$ cat src/rtl/divclk_monitor_pkg.sv
// Shared types and default constants for the divided-clock monitor.
package divclk_monitor_pkg;

    localparam int unsigned DEF_CNT_W    = 8;
    localparam int unsigned DEF_LOCK_CNT = 4;
    localparam int unsigned DEF_TOL      = 1;

    // Match counter width covers the full LOCK_CNT range of 1..15.
    localparam int unsigned MATCH_W = 4;

    typedef enum logic [1:0] {
        IDLE,
        MEASURE,
        LOCKED,
        LOST
    } state_e;

endpackage

$ cat src/rtl/divclk_edge.sv
// Samples div_clk_i into s and generates registered rise/fall pulses.
// Defining DIVCLK_MONITOR_SYNC_EN adds a metastability stage ahead of s.
module divclk_edge
    import divclk_monitor_pkg::*;
(
    input  logic clk_i,
    input  logic rst_i,
    input  logic div_clk_i,
    output logic rise_now_o,
    output logic rise_o,
    output logic fall_o
);

    logic samp_d;
    logic samp_q;
    logic samp_prev_q;
    logic fall_now;

`ifdef DIVCLK_MONITOR_SYNC_EN
    // meta_q and samp_q together form the 2-flop synchronizer; samp_q is s.
    logic meta_q;

    always_ff @(posedge clk_i) begin
        if (rst_i) begin
            meta_q <= 1'b0;
        end else begin
            meta_q <= div_clk_i;
        end
    end

    always_comb begin
        samp_d = meta_q;
    end
`else
    always_comb begin
        samp_d = div_clk_i;
    end
`endif

    always_comb begin
        rise_now_o = samp_q & ~samp_prev_q;
        fall_now   = ~samp_q & samp_prev_q;
    end

    always_ff @(posedge clk_i) begin
        if (rst_i) begin
            samp_q      <= 1'b0;
            samp_prev_q <= 1'b0;
            rise_o      <= 1'b0;
            fall_o      <= 1'b0;
        end else begin
            samp_q      <= samp_d;
            samp_prev_q <= samp_q;
            rise_o      <= rise_now_o;
            fall_o      <= fall_now;
        end
    end

endmodule

$ cat src/rtl/divclk_monitor.sv
// Measures the rise-to-rise period of div_clk_i and tracks lock/loss of it.
// Optional input synchronizer is enabled by defining DIVCLK_MONITOR_SYNC_EN.
module divclk_monitor
    import divclk_monitor_pkg::*;
#(
    parameter int unsigned CNT_W    = DEF_CNT_W,
    parameter int unsigned LOCK_CNT = DEF_LOCK_CNT,
    parameter int unsigned TOL      = DEF_TOL
)
(
    input  logic             clk_i,
    input  logic             rst_i,
    input  logic             div_clk_i,
    output logic             rise_o,
    output logic             fall_o,
    output logic [CNT_W-1:0] period_o,
    output logic             period_valid_o,
    output logic             locked_o,
    output logic             lost_o
);

    localparam logic [CNT_W-1:0]   CNT_MAX = '1;
    localparam logic [CNT_W:0]     TOL_V   = (CNT_W+1)'(TOL);
    localparam logic [MATCH_W-1:0] LOCK_V  = MATCH_W'(LOCK_CNT);

    logic               rise_now;

    logic [CNT_W-1:0]   cnt_q, cnt_d;
    logic [CNT_W-1:0]   period_q, period_d;
    logic               pv_q, pv_d;
    logic               armed_q, armed_d;

    state_e             state_q;
    logic [MATCH_W-1:0] match_q;
    logic [MATCH_W-1:0] match_inc;
    logic [CNT_W-1:0]   prev_q;
    logic [CNT_W-1:0]   lock_ref_q;
    logic               ref_valid_q;
    logic               locked_q;
    logic               lost_q;

    logic               sat;
    logic               go_lost;

    function automatic logic [CNT_W:0] abs_diff(input logic [CNT_W-1:0] a,
                                                input logic [CNT_W-1:0] b);
        logic [CNT_W:0] ax;
        logic [CNT_W:0] bx;
        ax = {1'b0, a};
        bx = {1'b0, b};
        return (ax >= bx) ? (ax - bx) : (bx - ax);
    endfunction

    divclk_edge u_edge (
        .clk_i      (clk_i),
        .rst_i      (rst_i),
        .div_clk_i  (div_clk_i),
        .rise_now_o (rise_now),
        .rise_o     (rise_o),
        .fall_o     (fall_o)
    );

    // Counter and period capture run on the unregistered rise so that
    // period_valid_o lines up with rise_o; the FSM then acts one cycle later.
    always_comb begin
        cnt_d    = cnt_q;
        period_d = period_q;
        pv_d     = 1'b0;
        armed_d  = armed_q;
        if (rise_now) begin
            cnt_d   = CNT_W'(1);
            armed_d = 1'b1;
            if (armed_q) begin
                period_d = cnt_q;
                pv_d     = 1'b1;
            end
        end else if (cnt_q != CNT_MAX) begin
            cnt_d = cnt_q + 1'b1;
        end
        if (go_lost) begin
            armed_d = 1'b0;
        end
    end

    always_ff @(posedge clk_i) begin
        if (rst_i) begin
            cnt_q    <= '0;
            period_q <= '0;
            pv_q     <= 1'b0;
            armed_q  <= 1'b0;
        end else begin
            cnt_q    <= cnt_d;
            period_q <= period_d;
            pv_q     <= pv_d;
            armed_q  <= armed_d;
        end
    end

    always_comb begin
        match_inc = match_q + 1'b1;
        sat       = (cnt_q == CNT_MAX) && !rise_now;
        go_lost   = 1'b0;
        if (state_q == MEASURE) begin
            go_lost = sat;
        end else if (state_q == LOCKED) begin
            go_lost = sat || (pv_q && (abs_diff(period_q, lock_ref_q) > TOL_V));
        end
    end

    always_ff @(posedge clk_i) begin
        if (rst_i) begin
            state_q     <= IDLE;
            match_q     <= '0;
            prev_q      <= '0;
            lock_ref_q  <= '0;
            ref_valid_q <= 1'b0;
            locked_q    <= 1'b0;
            lost_q      <= 1'b0;
        end else begin
            case (state_q)
                IDLE: begin
                    if (rise_o) begin
                        state_q     <= MEASURE;
                        match_q     <= '0;
                        ref_valid_q <= 1'b0;
                    end
                end
                MEASURE: begin
                    if (go_lost) begin
                        state_q <= LOST;
                        lost_q  <= 1'b1;
                    end else if (pv_q) begin
                        prev_q <= period_q;
                        if (!ref_valid_q) begin
                            ref_valid_q <= 1'b1;
                        end else if (abs_diff(period_q, prev_q) <= TOL_V) begin
                            match_q <= match_inc;
                            if (match_inc >= LOCK_V) begin
                                state_q    <= LOCKED;
                                locked_q   <= 1'b1;
                                lock_ref_q <= period_q;
                            end
                        end else begin
                            match_q <= '0;
                        end
                    end
                end
                LOCKED: begin
                    if (go_lost) begin
                        state_q  <= LOST;
                        locked_q <= 1'b0;
                        lost_q   <= 1'b1;
                    end
                end
                LOST: begin
                    if (rise_o) begin
                        state_q     <= MEASURE;
                        lost_q      <= 1'b0;
                        match_q     <= '0;
                        ref_valid_q <= 1'b0;
                    end
                end
                default: begin
                    state_q  <= IDLE;
                    locked_q <= 1'b0;
                    lost_q   <= 1'b0;
                end
            endcase
        end
    end

    always_comb begin
        period_o       = period_q;
        period_valid_o = pv_q;
        locked_o       = locked_q;
        lost_o         = lost_q;
    end

endmodule

$ cat config.mk
export PLATFORM = sky130hd
export DESIGN_NAME = divclk_monitor
export DESIGN_NICKNAME = d
export VERILOG_FILES = /design/src/rtl/divclk_monitor_pkg.sv /design/src/rtl/divclk_edge.sv /design/src/rtl/divclk_monitor.sv
export SDC_FILE = /design/constraint.sdc
export NUM_CORES = 1
export LEC_CHECK = 0
export CORE_MARGIN = 3
export CORE_UTILIZATION = 59
export DETAILED_ROUTE_END_ITERATION = 8
export PLACE_DENSITY_LB_ADDON = 0.1
export RECOVER_POWER = 25
export SYNTH_ARGS = -nofsm -noshare
export SYNTH_HDL_FRONTEND = slang
export SYNTH_HIERARCHICAL = 1
export SYNTH_SLANG_ARGS = --single-unit
$ cat constraint.sdc
create_clock -name clk_i -period 8.95 [get_ports clk_i]
set_input_delay 1.3425 -clock clk_i [delete_from_list [all_inputs] [get_ports clk_i]]
set_output_delay 1.3425 -clock clk_i [all_outputs]
set_load 0.01 [all_outputs]
==> reports/summary.log, run 1 <==
[status] run status complete, but fails checks
[status] violations in the final reports max-capacitance violations, max-slew violations
[yosys] number of library cell types mapped by synthesis 74
[floorplanning] IO Pins 16
[setup_path] critical path's slowest cell dfxtp_1
[setup_path] Critical Path AT 4110 ps
[power] leakage power 1.49 nW
[sta] RSZ-0062 raised after global routing no
[power] IR Drop Worst-Case VDD 0.000118 V
[yosys] Synth Net Count 526
[sta] final hold violations 0
[yosys] average cell area after synthesis 7.72 sq um
[final_layout] number of fillers in the final layout 564
[sta] final worst slack 4960 ps
[clocking] CTS Sinks 47
[route] number of vias per cell after detailed routing 6.18
[route] post-route antenna net violation count 0
[setup_path] type of destination of the critical path flip-flop
[global_routing] pin count of the biggest net entering global routing 39
[sta] setup skew after layout 11.1 ps
[power] portion of total power attributed to combinational logic 0.196
[route] DRC errors left 0
[min_path] worst hold-check path type flip-flop to flip-flop
[min_path] Worst Hold Path Cells 1
[clocking] worst skew pair latency 310 ps
[global_routing] global-route wire length before repair 15200 um
[floorplanning] Chip Height 85.4 um
[clocking] CTS tree yes
[min_path] end point of the worst hold path u_edge/rise_o
[sta] count of final max-slew check failures 39
[setup_path] Max FO, Critical Path 10
[placed_design] DPL Wire Length 6910 um
[sta] Final setup viols 0
[global_routing] overflow left after global routing 0
[setup_path] Worst R2R Path Depth 11
[yosys] number of enable-type register cells in the synthesized netlist 0
[floorplanning] area of the core region 6030 sq um
[final_layout] Post-layout nets 529
[floorplanning] die area 7280 sq um
[job] max-cap violations 1
[min_path] hold path startpoint u_edge/samp_prev_q
[floorplanning] width of the die 85.4 um
[floorplanning] initial standard-cell utilization of the core 0.616
[yosys] synthesis warning total 6
[clocking] clock transition at the registers of the reported paths 90 ps
[route] total vias in the final route 3455
[route] Pre-antenna DRT Iters 5
[setup_path] WS Path Type flip-flop to flip-flop
[setup_path] worst reg2reg path endpoint lock_ref_q[3]
[route] overall routed net length 8900 um
[route] starting DRC count in detailed routing 235
[yosys] post-synth design cell area 3710 sq um
[placed_design] routability cong. 1.01
[yosys] most frequent cell after synthesis nand2_1
[clocking] post-CTS sizing 0
[setup_path] startpoint kind of the worst setup timing path flip-flop
[yosys] top area cells in the synthesized netlist dfxtp_1 (25%), ha_1 (13%), a21oi_1 (6.2%), nand2_1 (5.0%), inv_1 (4.1%)
[clocking] CTS Buf Count 5
[global_routing] GRT Overall Usage 0.256
[sta] achievable clock frequency 251 MHz
[sta] clock period minus final worst setup slack 3990 ps
[sta] fin crit share 0.445
[power] internal power of the cells 0.337 mW
[placed_design] setup slack at placement 5030 ps
[clocking] post-CTS setup repair buffer count 0
[setup_path] cell breakdown of the critical path inv_1 -> ha_1 -> nor2b_1 -> o211ai_1 -> a21boi_2 -> or4_1 -> o32a_1 -> nor4_4 -> nand4_2 -> o21ai_0 -> a21oi_1
[sta] transition time at the pin with the least slew margin 1630 ps
[yosys] share of the synthesized area in the top cell type 0.253
[global_routing] initial antenna violation count 0
[clocking] cts hold-fix bufs 0
[global_routing] via count of the first global-routing pass 3184
[yosys] number of synthesized register bits 47
[power] areal power density over the cells 118 nW/um^2
[yosys] number of cells produced by synthesis 481
[setup_path] Crit path required time 9070 ps
[final_layout] Area growth syn-to-layout 6.77%
[setup_path] Max stage delay on crit path 650 ps
[route] per-cell routed wire length 15.9 um
[setup_path] worst reg2reg setup slack 4960 ps
[power] switching power total 0.133 mW
[clocking] buffer depth of the longest clock path 2
[yosys] top cell type by total area after synthesis dfxtp_1
[power] fraction of power consumed by sequential logic 0.482
[clocking] H-Tree Level Count 2
[sta] Setup TNS Final 0 ps
[yosys] share of flip-flops with an asynchronous set or reset after synthesis 0
[sta] worst max-slew margin expressed relative to the limit -0.0848
[yosys] sequential cell area fraction in the yosys report 0.253
[final_layout] share of post-route cells with drive strength above 1 0.0434
[yosys] most instantiated flip-flop cell in the synthesis netlist dfxtp_1
[power] portion of total power attributed to the clock network 0.323
[power] switching fraction of total power 0.284
[final_layout] Antenna Diode Count 0
[yosys] most common library cells after synthesis nand2_1 (49), dfxtp_1 (47), a21oi_1 (46)
[setup_path] RR Startpoint period_o[1]
[floorplanning] number of rows created at floorplan 28
[clocking] Root Buffer Master clkbuf_8
[placed_design] Port Buf Inserts 15
==> worst max-delay path by stage <==
stage / end / depth (start not counted) / slack (ps) / from
after CTS: state_q[1] / 11 / 5010 / period_o[1]
final: lock_ref_q[3] / 11 / 4960 / period_o[1]
after global routing: lock_ref_q[3] / 11 / 4650 / period_o[1]
after detailed placement: lock_ref_q[6] / 11 / 5030 / period_o[1]
after floorplan: state_q[1] / 11 / 5710 / period_o[1]
after global placement: state_q[1] / 11 / 5110 / period_o[1]
==> layout make-up <==
type	instances	area, sq um	share of cell area
clock buffer	6	72.6	0.0183
multi-input combinational	372	2520	0.635
tap	75	93.8	0.0237
clock inverter	1	30.0	0.00757
sequential	47	941	0.237
inverter	42	158	0.0397
timing repair buffer	16	154	0.0388
==> power by group through the flow <==
stage	clock, mW	combinational (mW)	sequential [mW]
2_1_floorplan	0	0.0684	0.230
3_3_place_gp	0	0.0911	0.231
3_5_place_dp	0	0.0926	0.231
4_1_cts	0.154	0.0930	0.226
5_1_grt	0.162	0.106	0.228
6_report	0.152	0.0920	0.226
==> metrics by stage <==
stage          hold slack [ps]  cell area, sq um  utilization  cells  total power [mW]
2_1_floorplan              413              3710            -    481             0.298
3_3_place_gp               448              3880        0.643    552             0.322
3_5_place_dp               462              3880        0.643    552             0.324
4_1_cts                    462              3980        0.661    559             0.473
5_1_grt                    470              3970        0.658    559             0.496
6_report                   439              3970        0.658    559             0.470
==> sequential cells by signal, summed over array words and instances (netlist names) <==
| register | cells |
|---|---|
| cnt_q | 8 |
| lock_ref_q | 8 |
| period_o | 8 |
| prev_q | 8 |
| match_q | 4 |
| state_q | 2 |
| armed_q | 1 |
| locked_o | 1 |
| lost_o | 1 |
| period_valid_o | 1 |
| ref_valid_q | 1 |
| u_edge/fall_o | 1 |
| u_edge/rise_o | 1 |
| u_edge/samp_prev_q | 1 |
| u_edge/samp_q | 1 |
==> per-layer routing <==
metal | wire, um | GRT usage
met5 | 0 | 0
met2 | 4260 | 0.440
met4 | 214 | 0.0892
met3 | 457 | 0.0262
met1 | 3970 | 0.332
==> kinds of logic (layout without fill, tap and decap cells) <==
family | after synthesis | in the layout | share of synthesized area
xor+xnor | 9 | 9 | 0.0212
buf+inv | 62 | 65 | 0.0664
mux | 5 | 5 | 0.0135
flops | 47 | 47 | 0.253
compound gates | 139 | 139 | 0.249
fa+ha+maj | 42 | 42 | 0.150
simple gates | 177 | 177 | 0.247
==> critical path: cells and delay by family (launching register included) <==
kind                       cells  cell delay (ps)
DFF                            1              650
adders and majority gates      1              380
buffers and inverters          1              240
and+or+nand+nor                4             1410
AOI/OAI and AO/OA              5             1110
==> cells in the final DEF (no fill, tap or decap), types with 3 or more instances in the layout <==
cell type,instances
mux2i_1,5
or3_1,3
a211oi_1,5
or4_1,3
nor3b_1,5
a31oi_1,3
inv_1,41
o21ai_1,4
nor2b_1,10
and3_1,5
xor2_1,5
nor3_1,4
clkbuf_8,5
o211ai_1,3
ha_1,38
o21a_1,6
a21oi_1,46
and2_1,3
clkdlybuf4s50_1,14
o21ai_0,27
nand2b_1,7
nand4_1,5
xnor2_1,4
fa_1,4
a21o_1,7
nand2_1,49
dfxtp_1,47
nand3_1,30
nor2_1,37
Note: power is estimated with default switching activity, not from simulation.
==> run 2, diff against run 1 <==
clock period = 3.8 ns   (was 8.95 ns; I/O delays follow)
==> run 2 against run 1 <==
Effect of this change: the run now ends clean; global-route usage up 0.84 points; first-iteration DRC count is 24% lower; hold slack improved by 13 ps.
==> reports/summary.log, run 2 (synthesized netlist as in run 1, its figures left out) <==
[floorplanning] IO Pins 16
[route] total vias in the final route 3465
[final_layout] filler-free cell count of the finished design 567
[global_routing] initial antenna violation count 0
[clocking] CTS tree yes
[placed_design] routability cong. 0.866
[sta] worst max-slew margin expressed relative to the limit 0.535
[setup_path] WS Path Type flip-flop to flip-flop
[clocking] CTS Sinks 47
[route] Pre-antenna DRT Iters 4
[clocking] H-Tree Level Count 2
[route] overall routed net length 9220 um
[final_layout] Area growth syn-to-layout 8.29%
[clocking] post-CTS setup repair buffer count 0
[sta] achievable clock frequency 281 MHz
[placed_design] number of instances in the placed design 559
[setup_path] startpoint kind of the worst setup timing path flip-flop
[floorplanning] number of rows created at floorplan 28
[sta] transition time at the pin with the least slew margin 692 ps
[floorplanning] die area 7280 sq um
[placed_design] DPL Wire Length 7010 um
[floorplanning] Chip Height 85.4 um
[route] starting DRC count in detailed routing 178
[global_routing] via count of the first global-routing pass 3220
[clocking] CTS Buf Count 5
[clocking] Root Buffer Master clkbuf_8
[power] post-layout total power 1.08 mW
[sta] tightest hold margin 452 ps
[sta] Final setup viols 0
[setup_path] Max stage delay on crit path 510 ps
[power] areal power density over the cells 267 nW/um^2
[global_routing] global-route wire length before repair 15600 um
[status] run status complete, no violations
[global_routing] GRT Overall Usage 0.264
[setup_path] Crit path required time 3980 ps
[sta] setup skew after layout 7.05 ps
[clocking] worst skew pair latency 310 ps
[setup_path] Max FO, Critical Path 10
[route] per-cell routed wire length 16.3 um
[route] DRC errors left 0
[floorplanning] initial standard-cell utilization of the core 0.616
[final_layout] share of post-route cells with drive strength above 1 0.0630
[power] leakage power 1.53 nW
[route] number of vias per cell after detailed routing 6.11
[global_routing] overflow left after global routing 0
[clocking] buffer depth of the longest clock path 2
[final_layout] most used cells in the layout excluding fill and tap cells nand2_1 (49), a21oi_1 (46), dfxtp_1 (46)
[floorplanning] area of the core region 6030 sq um
[clocking] clock transition at the registers of the reported paths 90 ps
[job] max-cap violations 0
[global_routing] pin count of the biggest net entering global routing 39
[floorplanning] width of the die 85.4 um
[setup_path] critical path's slowest cell or4_1
[clocking] cts hold-fix bufs 0
[final_layout] Post-layout nets 536
[sta] fin crit share 0.937
[sta] count of final max-slew check failures 0
[power] IR Drop Worst-Case VDD 0.000326 V
[placed_design] Port Buf Inserts 15
[sta] final hold violations 0
[min_path] worst hold-check path type flip-flop to flip-flop
[setup_path] type of destination of the critical path flip-flop
[final_layout] Antenna Diode Count 0
[sta] clock period minus final worst setup slack 3560 ps
[setup_path] Critical Path AT 3740 ps
[sta] RSZ-0062 raised after global routing no
[sta] Setup TNS Final 0 ps
[setup_path] cell breakdown of the critical path inv_1 -> ha_1 -> nand4_1 -> o21ai_1 -> a21o_1 -> or4_1 -> o32a_1 -> nor4_4 -> nand4_2 -> o21ai_0 -> a21oi_1
[clocking] post-CTS sizing 0
[route] post-route antenna net violation count 0
[final_layout] commonest non-fill, non-tap cell in the layout nand2_1
-- run 2: final cells by class --
| cell class | count | area [sq um] |
|---|---|---|
| Timing Repair Buffer | 23 | 210 |
| Tap cell | 75 | 93.8 |
| Sequential cell | 47 | 942 |
| Fill cell | 547 | 2000 |
| Multi-Input combinational cell | 372 | 2520 |
| Clock inverter | 3 | 26.3 |
| Clock buffer | 5 | 68.8 |
| Inverter | 42 | 158 |
-- run 2: metrics by stage --
stage	area, sq um	util	worst slack [ps]
5_1_grt	4020	0.668	1.29
4_1_cts	4030	0.668	181
6_report	4020	0.668	238
3_5_place_dp	3930	0.652	198
3_3_place_gp	3930	0.652	246
2_1_floorplan	3710	-	559
-- run 2: layer usage --
metal  GRT usage  vias to the layer above  routed length (um)  share of wire
met4      0.0820                        0                 182          0.020
li1            -                     1733                   -              -
met1       0.360                     1623                4420           0.48
met2       0.431                       94                4240           0.46
met5           0                        -                   0              0
met3      0.0379                       15                 369          0.040
-- run 2: final timing paths --
check	start	endpoint	slack (ps)	depth (start not counted)
max	period_o[5]	lock_ref_q[0]	240	11
min	u_edge/samp_prev_q	u_edge/rise_o	450	1
max reg2reg	period_o[5]	lock_ref_q[0]	240	11
min reg2reg	u_edge/samp_prev_q	u_edge/rise_o	450	1
-- run 2: power breakdown --
group	internal, mW	switching [mW]
sequential	0.512	0.0204
combinational	0.0882	0.132
clock	0.136	0.188
total	0.736	0.340
-- run 2: worst max-delay path: cells and delay by family (launching register included) --
family,cells,cell delay [ps]
fa+ha+maj,1,430
simple gates,4,1390
flops,1,500
compound gates,5,960
buf+inv,1,130
